<file path="src/rtl/mem_arbiter.sv">
// Byte-serial memory arbiter: LSB has fixed priority over instruction fetch.
// Define MEM_ARB_IO_STALL_EN to stall IO-space byte writes while io_buffer_full is high.
module mem_arbiter #(
    parameter logic [31:0] IO_BASE = 32'h30000
) (
    input  logic        clk,
    input  logic        rst_n,
    input  logic        rdy_in,
    input  logic        clear_in,
    input  logic        if_req_in,
    input  logic [31:0] if_addr_in,
    output logic [31:0] if_data_out,
    output logic        if_done_out,
    input  logic        lsb_req_in,
    input  logic        lsb_we_in,
    input  logic [1:0]  lsb_size_in,
    input  logic [31:0] lsb_addr_in,
    input  logic [31:0] lsb_wdata_in,
    output logic [31:0] lsb_rdata_out,
    output logic        lsb_done_out,
    input  logic [7:0]  mem_din,
    output logic [7:0]  mem_dout,
    output logic [31:0] mem_a,
    output logic        mem_wr,
    input  logic        io_buffer_full
);

`ifdef MEM_ARB_IO_STALL_EN
    localparam bit STALL_EN = 1'b1;
`else
    localparam bit STALL_EN = 1'b0;
`endif

    typedef enum logic [1:0] {IDLE, RUN, DONE} state_t;

    state_t      state;
    logic [2:0]  k;
    logic [2:0]  n;
    logic [31:0] addr;
    logic [31:0] wdata;
    logic [31:0] rbuf;
    logic        we;
    logic        sel_lsb;
    logic        fresh;
    logic        wr_q;

    function automatic logic [2:0] size_bytes(input logic [1:0] size);
        case (size)
            2'b00:   return 3'd1;
            2'b01:   return 3'd2;
            default: return 3'd4;
        endcase
    endfunction

    function automatic logic blocked(input logic [31:0] a, input logic full);
        return STALL_EN && (a >= IO_BASE) && full;
    endfunction

    logic [31:0] cur_a;
    logic [31:0] next_a;
    logic [2:0]  k_next;
    logic [1:0]  cap_idx;
    logic [31:0] cap_data;
    logic [31:0] grant_addr;
    logic        grant_we;

    assign cur_a      = addr + {29'b0, k};
    assign next_a     = cur_a + 32'd1;
    assign k_next     = k + 3'd1;
    assign cap_idx    = k[1:0] - 2'd1;
    assign grant_addr = lsb_req_in ? lsb_addr_in : if_addr_in;
    assign grant_we   = lsb_req_in & lsb_we_in;

    // A read byte arrives the cycle after its address; it is taken on the
    // first cycle of each step, so a frozen step cannot overwrite it.
    always_comb begin
        // NOTE: default first so every path assigns cap_data and no latch is inferred.
        cap_data = rbuf;
        if (fresh && k != 3'd0)
            cap_data[{cap_idx, 3'b000} +: 8] = mem_din;
    end

    // Writes are suppressed while the core is stalled; everything else holds.
    assign mem_wr = wr_q & rdy_in;

    always_ff @(posedge clk or negedge rst_n) begin
        if (!rst_n) begin
            state         <= IDLE;
            k             <= 3'd0;
            n             <= 3'd0;
            addr          <= 32'd0;
            wdata         <= 32'd0;
            rbuf          <= 32'd0;
            we            <= 1'b0;
            sel_lsb       <= 1'b0;
            fresh         <= 1'b0;
            wr_q          <= 1'b0;
            mem_a         <= 32'd0;
            mem_dout      <= 8'd0;
            if_done_out   <= 1'b0;
            lsb_done_out  <= 1'b0;
            if_data_out   <= 32'd0;
            lsb_rdata_out <= 32'd0;
        end else begin
            // NOTE: non-blocking everywhere here; later assignments in this block win.
            fresh <= 1'b0;
            if (state == RUN && !we)
                rbuf <= cap_data;
            if (rdy_in) begin
                case (state)
                    IDLE: begin
                        if (lsb_req_in || if_req_in) begin
                            state    <= RUN;
                            sel_lsb  <= lsb_req_in;
                            we       <= grant_we;
                            addr     <= grant_addr;
                            n        <= lsb_req_in ? size_bytes(lsb_size_in) : 3'd4;
                            wdata    <= lsb_wdata_in;
                            k        <= 3'd0;
                            fresh    <= 1'b1;
                            rbuf     <= 32'd0;
                            mem_a    <= grant_addr;
                            mem_dout <= grant_we ? lsb_wdata_in[7:0] : 8'd0;
                            wr_q     <= grant_we && !blocked(grant_addr, io_buffer_full);
                        end
                    end
                    RUN: begin
                        if (we) begin
                            if (wr_q) begin
                                if (k == n - 3'd1) begin
                                    state    <= DONE;
                                    wr_q     <= 1'b0;
                                    mem_a    <= 32'd0;
                                    mem_dout <= 8'd0;
                                    if (sel_lsb) lsb_done_out <= 1'b1;
                                    else         if_done_out  <= 1'b1;
                                end else begin
                                    k        <= k_next;
                                    mem_a    <= next_a;
                                    mem_dout <= wdata[{k_next[1:0], 3'b000} +: 8];
                                    // An IO byte write is followed by one idle cycle.
                                    if (STALL_EN && cur_a >= IO_BASE)
                                        wr_q <= 1'b0;
                                    else
                                        wr_q <= !blocked(next_a, io_buffer_full);
                                end
                            end else begin
                                wr_q <= !blocked(mem_a, io_buffer_full);
                            end
                        end else if (clear_in) begin
                            state <= IDLE;
                            mem_a <= 32'd0;
                        end else if (k == n) begin
                            state <= DONE;
                            mem_a <= 32'd0;
                            if (sel_lsb) begin
                                lsb_done_out  <= 1'b1;
                                lsb_rdata_out <= cap_data;
                            end else begin
                                if_done_out <= 1'b1;
                                if_data_out <= cap_data;
                            end
                        end else begin
                            k     <= k_next;
                            fresh <= 1'b1;
                            mem_a <= (k_next == n) ? 32'd0 : next_a;
                        end
                    end
                    DONE: begin
                        state        <= IDLE;
                        if_done_out  <= 1'b0;
                        lsb_done_out <= 1'b0;
                    end
                    default: state <= IDLE;
                endcase
            end
        end
    end

endmodule

</file>
<file path="config.mk">
export PLATFORM = sky130hd
export DESIGN_NAME = mem_arbiter
export DESIGN_NICKNAME = d
export VERILOG_FILES = /design/src/rtl/mem_arbiter.sv
export SDC_FILE = /design/constraint.sdc
export NUM_CORES = 1
export LEC_CHECK = 0
export CORE_MARGIN = 1.5
export CORE_UTILIZATION = 26
export CTS_BUF_LIST = sky130_fd_sc_hd__clkbuf_8
export CTS_CLUSTER_DIAMETER = 40
export DETAILED_ROUTE_END_ITERATION = 10
export GPL_ROUTABILITY_DRIVEN = 0
export MAX_ROUTING_LAYER = met4
export PLACE_DENSITY = 0.56
export SLEW_MARGIN = 20
export SYNTH_ARGS = -nofsm -noshare
export SYNTH_HDL_FRONTEND = slang
export SYNTH_SLANG_ARGS = --single-unit
</file>
<file path="constraint.sdc">
create_clock -name clk -period 2.5 [get_ports clk]
set_input_delay 0.5 -clock clk [delete_from_list [all_inputs] [get_ports clk]]
set_output_delay 0.5 -clock clk [all_outputs]
set_load 0.005 [all_outputs]
</file>
==> run summary, run 1 <==
outcome = finished clean
Yosys cell types = 66
Worst R2R Setup Slack = 290 ps
top post-synthesis cells by area = dfrtp_1 (51%), nand2_1 (8.3%), a21oi_1 (6.9%), nor2_1 (5.0%), o21ai_0 (3.2%)
DR vias = 8,986
drt pass-1 iters = 5
Final Cycle Share = 88.5%
cell type with the largest total area after synthesis = dfrtp_1
Worst-Skew Late Latency = 560 ps
GRT overflow = 0
Most common cell on crit path = inv_1
Max Cap Viol = 0
CP Launch Type = register
CP Capture Type = register
Via density = 4.62
number of enable flip-flop cells after synthesis = 0
overall routing resource usage = 15.1%
Synth Area in XOR/XNOR = 2.84%
Synth Area in Compound Gates = 14.9%
slowest cell delay on critical path = 400 ps
Seq/Total Area, Yosys = 50.8%
largest net degree at the start of global routing = 65
clock sinks = 214
worst-path maximum fanout = 13
first-pass GRT wire length = 48,700 microns
Clock transition at path regs = 60 ps
RSZ-0062 raised after global routing = no
pre-CTS setup slack = 188 ps
initial antenna violation count = 2
hold_buf cts = 1
Final Skew = 20.1 ps
area of the multi-input gates = 0.00477 sq mm
Post-synth ARST share = 100%
Root Driver = clkbuf_8
Post-Syn Area = 0.0105 sq mm
net count after synthesis = 1,298
final setup vio count = 0
Routed WL = 30,400 microns
largest family of logic cells by synthesized area = simple AND/OR/NAND/NOR gates
Routed Antenna Nets = 0
Max Clk Rate = 0.452 GHz
most frequent cells in the layout = nand2_1 (234), clkdlybuf4s50_1 (217), dfrtp_1 (214)
top cell type's share of synthesized area = 50.8%
port bufs = 219
post-synthesis mux area share = 4.96%
FF+latch count, synth = 214
Die X = 204 microns
final hold vios = 0
Critical Path AT = 2650 ps
Post-Route Setup TNS = 0 ps
Max VDD drop = 0.491 mV
Die Footprint = 0.0417 sq mm
post-CTS sizing = 0
TritonCTS Buffers = 44
critical path required time = 2940 ps
Hold WC Path Type = in2reg
Slew HR = 62.8%
WL per Instance = 15.6 microns
# rows = 73
drt drc = 0
Die Y = 204 microns
DRT iter0 DRCs = 417
Final Max Slew Viols = 0
Slew @ Worst Pin = 559 ps
final worst slack = 288 ps
DP Cell Count = 1,867
flip-flop and latch area = 0.00536 sq mm
Worst path slowest cell = fa_1
ratio of cells with drive above 1 in the final layout = 10.1%
non-filler cells, final = 1,947
most common cell after layout, fill and taps aside = nand2_1
total core area = 0.0398 sq mm
critical-path cell list = inv_1 > ha_1 > inv_1 > fa_1 > a21o_1 > nand2b_1 > buf_4 > nor4_2 > xnor2_1 > o211ai_1
Top delay family on crit path = adder cells
Mapped Avg Cell Area = 9.01 sq um
fillers = 4,132
Ports = 221
post-layout min period = 2210 ps
Leakage = 0.00606 uW
Initial Utilization = 26.5%
vias in the first global route = 9,013
DP HPWL = 20,800 microns
Synth Area in Simple Gates = 20.6%
PD cells = 1080 mW/mm^2
Area growth syn-to-layout = 36.8%
postcts setup bufs = 0
TritonCTS clock tree = yes
Synth warnings = 0
kind of critical path = reg2reg
Synth Area in Adders = 1.85%
H-Tree Depth = 2
Main synth FF type = dfrtp_1
Cells after Synth = 1,169
CP Buf/Inv Count = 3
Clock Tree Buf Depth = 3
Nets = 1,518
## registers in the layout, summed over array words and instances (netlist names)
register       cells
addr              32
if_data_out       32
lsb_rdata_out     32
mem_a             32
rbuf              32
wdata             32
mem_dout           8
k                  3
n                  3
state              2
fresh              1
if_done_out        1
lsb_done_out       1
sel_lsb            1
we                 1
wr_q               1
## logic make-up (layout without fill, tap and decap cells)
family,after synthesis,after routing
other,0,2
AO/OA/AOI/OAI,278,278
flip-flops,214,214
AND/OR/NAND/NOR,488,488
multiplexers,42,42
XOR/XNOR,30,30
adder cells (fa/ha/maj),15,15
buffers and inverters,102,353
## cell type report
| cell class | count | share of cell area [%] |
|---|---|---|
| repair buffers | 260 | 18.2 |
| multi-input cells | 853 | 33.1 |
| well taps | 525 | 4.56 |
| clock inverters | 26 | 1.63 |
| diodes | 2 | 0.0347 |
| flip-flops and latches | 214 | 37.2 |
| inverters | 16 | 0.417 |
| clock buffers | 51 | 4.87 |
## final timing paths
path,start,to,cells after the start
min reg2reg,wdata[13],wdata[13],2
max,k[0],mem_a[28],10
max reg2reg,k[0],mem_a[28],10
max in group asynchronous,rst_n,wdata[4],3
min in group asynchronous,rst_n,rbuf[12],2
min,lsb_req_in,n[0],3
## cell usage after synthesis, types with 2 or more instances
cell type  count
and2_1         3
nor2_1       139
nor4_1         8
nand2b_1       2
nor3_1         8
xnor2_1       19
inv_1         16
or3_1         10
mux4_2         8
nand4_1        8
buf_1          6
buf_2         27
a21o_1         3
or2_2          4
a32oi_1        8
mux2i_1       32
and3_1         3
nand3_1       44
nor3b_2        2
o31a_1         6
ha_1          14
nand3b_1       3
clkbuf_1      50
and4_1         4
nand2_1      234
a21oi_1      146
nor3_4         2
o21ai_0       67
xor2_1         8
o21ai_1       18
nor4_2         6
a41oi_1        4
o211ai_1      11
dfrtp_1      214
## power by group
group          switching, uW  total (uW)  internal, uW
logic                   2860        5940          3080
registers                953        5760          4800
clock network           1620        3910          2280
total                   5440       15600         10200
## worst register-to-register path, cell delays in order (launching register included)
cell and delay (ps):
dfrtp_1 370, inv_1 180, ha_1 180, inv_1 50
fa_1 400, a21o_1 250, nand2b_1 90, buf_4 220
nor4_2 90, xnor2_1 190, o211ai_1 100
## stage by stage
stage               hold slack, ps  util (%)  area (sq um)  total power (uW)
floorplan                      204         -         10500              8760
global route                   299      36.2         14400             16800
detailed placement             459      33.8         13500             11800
CTS                            260      36.2         14400             15900
global placement               456      33.8         13500             11700
finish                         310      36.2         14400             15600
## per-layer routing
| metal | track usage, % | up-vias | routed length, microns |
|---|---|---|---|
| met5 | - | - | 0 |
| met2 | 24.5 | 222 | 14400 |
| met3 | 3.17 | 44 | 1520 |
| met1 | 19.0 | 4259 | 13900 |
| li1 | - | 4461 | - |
| met4 | 4.07 | 0 | 543 |
No activity file was read; power rests on OpenSTA's default activity.
==> inputs of run 2 (changes only) <==
--- a/config.mk
+++ b/config.mk
@@ -5,6 +5,7 @@
 export SDC_FILE = /design/constraint.sdc
 export NUM_CORES = 1
 export LEC_CHECK = 0
+export ABC_CLOCK_PERIOD_IN_PS = 2500
 export CORE_MARGIN = 1.5
 export CORE_UTILIZATION = 26
 export CTS_BUF_LIST = sky130_fd_sc_hd__clkbuf_8
==> results of run 2 <==
No change in the layout: final DEF, timing and power equal those of run 1.
